## config.mk

```make
export PLATFORM = sky130hd
export DESIGN_NAME = vx_lru_set_flat
export DESIGN_NICKNAME = d
export VERILOG_FILES = /design/src/rtl/vx_lru_set_if.sv /design/src/rtl/vx_lru_set.sv /design/src/flat_wrapper.sv
export SDC_FILE = /design/constraint.sdc
export NUM_CORES = 1
export LEC_CHECK = 0
export CORE_UTILIZATION = 55
export DETAILED_ROUTE_END_ITERATION = 8
export PLACE_DENSITY_LB_ADDON = 0.15
export RECOVER_POWER = 25
export SLEW_MARGIN = 20
export SYNTH_ARGS = -nofsm -noshare
export SYNTH_HDL_FRONTEND = slang
export SYNTH_SLANG_ARGS = --single-unit
```

## constraint.sdc

```tcl
create_clock -name clk -period 9.4 [get_ports clk]
set_clock_uncertainty 0.2 [all_clocks]
set_input_delay 1.41 -clock clk [delete_from_list [all_inputs] [get_ports clk]]
set_output_delay 1.41 -clock clk [all_outputs]
set_load 0.05 [all_outputs]
```

## src/rtl/vx_lru_set_if.sv

```systemverilog
// vx_lru_set_if: bus bundle for the LRU-ordered tag set.
//   master: drives push/data_in, pop, touch/touch_data; observes the rest.
//   slave : the set itself; drives touch_hit, data_out, eviction port, flags, size.
interface vx_lru_set_if #(
  parameter int DATAW = 8,
  parameter int SIZEW = 3
);
  logic             push;
  logic [DATAW-1:0] data_in;
  logic             pop;
  logic             touch;
  logic [DATAW-1:0] touch_data;
  logic             touch_hit;
  logic [DATAW-1:0] data_out;
  logic             evict_valid;
  logic [DATAW-1:0] evict_data;
  logic             empty;
  logic             full;
  logic             alm_full;
  logic [SIZEW-1:0] size;

  modport master (
    output push, data_in, pop, touch, touch_data,
    input  touch_hit, data_out, evict_valid, evict_data, empty, full, alm_full, size
  );

  modport slave (
    input  push, data_in, pop, touch, touch_data,
    output touch_hit, data_out, evict_valid, evict_data, empty, full, alm_full, size
  );
endinterface

```

## src/rtl/vx_lru_set.sv

```systemverilog
// vx_lru_set: recency-ordered set of DATAW-bit tags (slot 0 = LRU).
// Ports:
//   clk      - clock
//   reset_n  - asynchronous active-low reset
//   bus      - vx_lru_set_if.slave: push/data_in, pop, touch/touch_data in;
//              touch_hit, data_out (LRU), evict_valid/evict_data, empty,
//              full, alm_full, size out.
// Same-cycle operations resolve as touch, then pop, then push; all of the
// combinational outputs are derived from that same chain.
module vx_lru_set #(
  parameter int DATAW         = 8,
  parameter int DEPTH         = 4,
  parameter int ALM_FULL      = DEPTH - 1,
  parameter int EVICT_ON_FULL = 1,
  parameter int DEDUP         = 0,
  parameter int SIZEW         = $clog2(DEPTH + 1)
) (
  input  logic          clk,
  input  logic          reset_n,
  vx_lru_set_if.slave   bus
);

  typedef logic [DEPTH-1:0][DATAW-1:0] list_t;

  // Slots at or beyond size_reg are always zero, so data_out reads 0 when empty.
  list_t            mem_reg;
  logic [SIZEW-1:0] size_reg;
  logic             empty_reg;
  logic             full_reg;
  logic             alm_full_reg;

  list_t            t_list;
  list_t            p_list;
  list_t            n_list;
  int               size_i;
  int               p_size;
  int               n_size;
  logic             t_hit;
  logic             do_pop;
  logic             ev;
  logic             push_dropped;
  logic [DEPTH-1:0] touch_match;
  logic [DEPTH-1:0] dedup_match;

  // Lowest set bit wins, so the oldest duplicate is the one promoted.
  function automatic int lowest(input logic [DEPTH-1:0] v);
    int idx;
    idx = 0;
    for (int i = DEPTH - 1; i >= 0; i--) begin
      if (v[i]) idx = i;
    end
    return idx;
  endfunction

  // Move entry k to slot cnt-1 (MRU); entries k+1..cnt-1 slide down one.
  function automatic list_t promote(input list_t l, input int k, input int cnt);
    list_t            r;
    logic [DATAW-1:0] moved;
    r     = l;
    moved = '0;
    for (int i = 0; i < DEPTH; i++) begin
      if (i == k) moved = l[i];
    end
    for (int i = 0; i < DEPTH - 1; i++) begin
      if (i >= k && i < cnt - 1) r[i] = l[i + 1];
    end
    for (int i = 0; i < DEPTH; i++) begin
      if (i == cnt - 1) r[i] = moved;
    end
    return r;
  endfunction

  // Drop slot 0; the top slot is zero-filled to keep the "unused = 0" invariant.
  function automatic list_t shift_out(input list_t l);
    list_t r;
    for (int i = 0; i < DEPTH - 1; i++) r[i] = l[i + 1];
    r[DEPTH-1] = '0;
    return r;
  endfunction

  function automatic list_t place(input list_t l, input int idx, input logic [DATAW-1:0] val);
    list_t r;
    r = l;
    for (int i = 0; i < DEPTH; i++) begin
      if (i == idx) r[i] = val;
    end
    return r;
  endfunction

  // Touch compares against registered state only: no path from push/pop to touch_hit.
  generate
    for (genvar gi = 0; gi < DEPTH; gi++) begin : g_touch_match
      assign touch_match[gi] = (SIZEW'(gi) < size_reg) && (mem_reg[gi] == bus.touch_data);
    end
  endgenerate

  // Stage 1: touch, then pop on the post-touch list.
  always_comb begin
    size_i = int'(size_reg);
    t_hit  = bus.touch && (|touch_match);
    t_list = mem_reg;
    if (t_hit) t_list = promote(mem_reg, lowest(touch_match), size_i);
    do_pop = bus.pop && (size_i != 0);
    p_list = t_list;
    p_size = size_i;
    if (do_pop) begin
      p_list = shift_out(t_list);
      p_size = size_i - 1;
    end
  end

  generate
    for (genvar gi = 0; gi < DEPTH; gi++) begin : g_dedup_match
      assign dedup_match[gi] = (gi < p_size) && (p_list[gi] == bus.data_in);
    end
  endgenerate

  // Stage 2: push on the post-pop list.
  always_comb begin
    n_list       = p_list;
    n_size       = p_size;
    ev           = 1'b0;
    push_dropped = 1'b0;
    if (bus.push) begin
      if (DEDUP != 0 && (|dedup_match)) begin
        n_list = promote(p_list, lowest(dedup_match), p_size);
      end else if (p_size < DEPTH) begin
        n_list = place(p_list, p_size, bus.data_in);
        n_size = p_size + 1;
      end else if (EVICT_ON_FULL != 0) begin
        // Full with no pop: p_list equals t_list, so slot 0 is the post-touch LRU.
        ev     = 1'b1;
        n_list = place(shift_out(p_list), DEPTH - 1, bus.data_in);
      end else begin
        push_dropped = 1'b1;
      end
    end
  end

  always_ff @(posedge clk or negedge reset_n) begin
    if (!reset_n) begin
      mem_reg      <= '0;
      size_reg     <= '0;
      empty_reg    <= 1'b1;
      full_reg     <= 1'b0;
      alm_full_reg <= 1'b0;
    end else begin
      mem_reg      <= n_list;
      size_reg     <= SIZEW'(n_size);
      empty_reg    <= (n_size == 0);
      full_reg     <= (n_size == DEPTH);
      alm_full_reg <= (n_size >= ALM_FULL);
    end
  end

  always @(posedge clk) begin
    if (reset_n) begin
      assert (!(bus.pop && size_reg == '0)) else $error("vx_lru_set: pop on empty set");
      assert (!push_dropped) else $error("vx_lru_set: push to full set dropped");
    end
  end

  assign bus.touch_hit   = t_hit;
  assign bus.evict_valid = ev;
  assign bus.evict_data  = ev ? t_list[0] : '0;
  assign bus.data_out    = mem_reg[0];
  assign bus.empty       = empty_reg;
  assign bus.full        = full_reg;
  assign bus.alm_full    = alm_full_reg;
  assign bus.size        = size_reg;

endmodule

```

## src/flat_wrapper.sv

```systemverilog
// flat-port wrapper written by rule: the top's interface ports become plain ports
module vx_lru_set_flat 
#(
  parameter int DATAW         = 8,
  parameter int DEPTH         = 4,
  parameter int ALM_FULL      = DEPTH - 1,
  parameter int EVICT_ON_FULL = 1,
  parameter int DEDUP         = 0,
  parameter int SIZEW         = $clog2(DEPTH + 1)
)
  (clk, reset_n, bus_push, bus_data_in, bus_pop, bus_touch, bus_touch_data, bus_touch_hit, bus_data_out, bus_evict_valid, bus_evict_data, bus_empty, bus_full, bus_alm_full, bus_size);
  vx_lru_set_if #(.DATAW(DATAW), .SIZEW(SIZEW)) bus_i ();
  input  logic clk;
  input  logic reset_n;
  input wire logic [$bits(bus_i.push)-1:0] bus_push;
  input wire logic [$bits(bus_i.data_in)-1:0] bus_data_in;
  input wire logic [$bits(bus_i.pop)-1:0] bus_pop;
  input wire logic [$bits(bus_i.touch)-1:0] bus_touch;
  input wire logic [$bits(bus_i.touch_data)-1:0] bus_touch_data;
  output wire logic [$bits(bus_i.touch_hit)-1:0] bus_touch_hit;
  output wire logic [$bits(bus_i.data_out)-1:0] bus_data_out;
  output wire logic [$bits(bus_i.evict_valid)-1:0] bus_evict_valid;
  output wire logic [$bits(bus_i.evict_data)-1:0] bus_evict_data;
  output wire logic [$bits(bus_i.empty)-1:0] bus_empty;
  output wire logic [$bits(bus_i.full)-1:0] bus_full;
  output wire logic [$bits(bus_i.alm_full)-1:0] bus_alm_full;
  output wire logic [$bits(bus_i.size)-1:0] bus_size;
  assign bus_i.push = bus_push;
  assign bus_i.data_in = bus_data_in;
  assign bus_i.pop = bus_pop;
  assign bus_i.touch = bus_touch;
  assign bus_i.touch_data = bus_touch_data;
  assign bus_touch_hit = bus_i.touch_hit;
  assign bus_data_out = bus_i.data_out;
  assign bus_evict_valid = bus_i.evict_valid;
  assign bus_evict_data = bus_i.evict_data;
  assign bus_empty = bus_i.empty;
  assign bus_full = bus_i.full;
  assign bus_alm_full = bus_i.alm_full;
  assign bus_size = bus_i.size;
  vx_lru_set #(.DATAW(DATAW), .DEPTH(DEPTH), .ALM_FULL(ALM_FULL), .EVICT_ON_FULL(EVICT_ON_FULL), .DEDUP(DEDUP), .SIZEW(SIZEW)) u_core (.clk(clk), .reset_n(reset_n), .bus(bus_i));
endmodule
```

==> flow_metrics.py <==
metrics = {
    "worst_setup_path": {
        "cp-startpoint": "bus_touch_data[7]",
        "crit_required_ps": 7790,
        "path_class": "in2out",
        "reg2reg_to": "u_core.bus.data_out[2]",
        "critPathMaxFanout": 24,
        "worst_setup_path_start_kind": "primary input",
        "r2r_start": "u_core.bus.size[0]",
        "ff2ff_path_depth": 10,
        "crit_path_end_kind": "output port",
        "cp-endpoint": "bus_evict_data[2]",
        "r2r_setup_slack_ps": 4320,
        "arrival_ps": 5620,
    },
    "global_route": {
        "use_met1_pct": 60.9,
        "grt_max_degree": 50,
        "grt.busiest_layer": "met1",
        "overflow": 0,
        "gr-usage-met3_pct": 7.25,
        "first_global_vias": 4767,
        "antenna_found_initial": 0,
        "grt_pass1_wl_microns": 27600,
        "grt_util_all_layers_pct": 40.6,
        "use_met2_pct": 58.4,
    },
    "floorplan": {
        "design.die.area_sq_mm": 0.00903,
        "pin_count": 45,
        "core-area_sq_mm": 0.00830,
        "die_y_microns": 95,
        "die_w_microns": 95,
        "initial_core_util_pct": 57.3,
        "std_cell_rows": 33,
    },
    "placement": {
        "dp_cells": 709,
        "hpwlAfterDp_microns": 13000,
        "gp_congestion": 0.974,
        "port_buffers": 44,
    },
    "synthesis": {
        "synth_top_family_by_area": "compound AO/OA/AOI/OAI gates",
        "synth_most_common_cell": "nand2_1",
        "ys_types": 81,
        "synth.cells.most_frequent": "nand2_1 (65), nor2_1 (46), o21ai_0 (39), dfrtp_1 (37), a21oi_1 (28)",
        "yosysTopAreaCell": "dfrtp_1",
        "synth_fa_ha_area_share_pct": 2.89,
        "synth-compound-area-share_pct": 38.8,
        "synth_edf_count": 0,
        "syn_avg_cell_area_sq_um": 7.90,
        "netlist_area_sq_mm": 0.00476,
        "muxShareOfSynthArea_pct": 3.81,
        "yosys.area_share.simple_pct": 21.9,
        "yosysSeqAreaShare_pct": 20.0,
        "ys_ff_latch": 38,
        "synthCells": 602,
        "yosys.area.top_type_share_pct": 19.5,
        "synth-main-ff-cell": "dfrtp_1",
        "async_flop_share_pct": 100,
        "synth_xor_area_share_pct": 6.44,
        "synth_fp_nets": 634,
        "synthTopCellsByArea": "dfrtp_1 (19%), nand2_1 (5.1%), o21ai_0 (4.1%)",
        "ys_warn_count": 0,
    },
    "pwr": {
        "peakVddDrop_v": 0.000275,
        "p_leak_nw": 2.04,
        "power.density_mw_per_mm2": 313,
    },
    "clock_tree": {
        "cts_root_buf": "clkbuf_8",
        "hold_buffers": 0,
        "cts-htree-levels": 2,
        "clkSinkCount": 38,
        "clk_pin_slew_worst_paths_ps": 80,
        "clock_path_buffers": 2,
        "cts_inserted_buffers": 5,
        "post_cts_resized": 0,
        "tritoncts": "yes",
        "cts_setup_buffers": 0,
        "clk_latency_ps": 300,
    },
    "sta": {
        "grt_setup_unrepaired": "no",
        "finalSetupViolations": 0,
        "layout_min_cycle_time_ps": 7230,
        "slew_viol_final": 39,
        "tns_ps": 0,
        "relSlewSlack_pct": -45.0,
        "hold_slack_ps": 596,
        "worst_pin_slew_ps": 2170,
        "final.period_utilization_pct": 76.9,
        "finalHoldViolations": 0,
        "timing.fmax_mhz": 138,
    },
    "outcome": {
        "violations": "capacitance limit, slew limit",
        "status": "finished with violations",
    },
    "routing": {
        "first_pass_iters": 7,
        "drt_first_iter_violations": 788,
        "via_count": 5396,
        "post_drt_wl_per_cell_microns": 24.8,
        "routed_via_density": 7.53,
        "ant_nets": 0,
        "routed_wl_microns": 17800,
        "drcViolationCount": 0,
    },
    "layout": {
        "areaGrowthSynthToFinish_pct": 9.36,
        "nets": 643,
        "drive_gt1_share_pct": 9.80,
        "largest_reg_flops": 24,
        "antenna_cells": 0,
        "instances_no_fill": 717,
    },
    "hold_path": {
        "hold_path_class": "reg2reg",
    },
    "flow_run": {
        "max-cap-violations": 1,
    },
}
## stage by stage
step	util, %	worst slack, ps	instance area (sq um)	total power, mW
2_1_floorplan	-	3610	4760	1.14
3_3_place_gp	61.6	2520	5120	1.45
3_5_place_dp	61.6	2360	5120	1.46
4_1_cts	62.7	2370	5200	1.58
5_1_grt	62.7	2000	5200	1.71
6_report	62.7	2170	5200	1.63
## layout make-up
| class | instances | area, sq um |
|---|---|---|
| Timing Repair Buffer | 49 | 472 |
| Clock buffer | 6 | 72.6 |
| Clock inverter | 2 | 15.0 |
| Multi-Input combinational cell | 508 | 3530 |
| Tap cell | 105 | 131 |
| Inverter | 9 | 33.8 |
| Fill cell | 751 | 3100 |
| Sequential cell | 38 | 952 |
## worst max-delay path, cell delays in order
cell and delay (ps):
clkdlybuf4s50_1 510, xor2_1 260, nor3_1 400, nand3_1 770, mux2i_1 320, o2bb2ai_1 520, a22o_1 280, nor2_1 60
nor3_1 230, clkdlybuf4s50_1 850
## worst min path at each step
| stage | start | endpoint | cells after the start | slack [ps] |
|---|---|---|---|---|
| 5_1_grt | u_core.bus.size[0] | u_core.bus.size[2] | 2 | 660 |
| 6_report | u_core.bus.size[0] | u_core.bus.size[2] | 2 | 600 |
| 3_5_place_dp | u_core.bus.size[0] | u_core.bus.size[2] | 2 | 570 |
| 2_1_floorplan | u_core.mem_reg[30] | u_core.mem_reg[30] | 2 | 460 |
| 4_1_cts | u_core.bus.size[0] | u_core.bus.size[2] | 2 | 580 |
| 3_3_place_gp | u_core.bus.size[0] | u_core.bus.size[2] | 2 | 560 |
## cell usage in the layout, fill, tap and decap left out, types with 10 or more instances in the layout
| master | Yosys | layout |
|---|---|---|
| a211oi_1 | 13 | 13 |
| nand2_1 | 65 | 65 |
| nor3_1 | 20 | 20 |
| xor2_1 | 22 | 22 |
| o21ai_0 | 39 | 39 |
| nor2_1 | 46 | 46 |
| a21oi_1 | 28 | 28 |
| ha_1 | 11 | 11 |
| and2_1 | 10 | 10 |
| nand3_1 | 16 | 16 |
| dfrtp_1 | 37 | 37 |
| a22o_1 | 14 | 14 |
| xnor2_1 | 13 | 13 |
| clkdlybuf4s50_1 | 0 | 43 |
| o211ai_1 | 14 | 14 |
| o22ai_1 | 18 | 18 |
## cells by family (layout without fill, tap and decap cells)
group | Yosys count | after routing
and+or+nand+nor | 209 | 209
buffers and inverters | 56 | 66
adders and majority gates | 11 | 11
AOI/OAI and AO/OA | 236 | 236
DFF | 38 | 38
xor gates and xnor gates | 35 | 35
muxes | 17 | 17
## where the power goes
part           switching [mW]  total (mW)  internal, mW
registers               0.136       0.366         0.230
logic                   0.733        1.14         0.411
clock network          0.0676       0.120        0.0524
## layer usage
layer	vias to the layer above	routed length, microns
li1	2344	-
met1	2552	7480
met2	449	7470
met3	51	2340
met4	0	473
met5	-	0
Note: power is estimated with default switching activity, not from simulation.
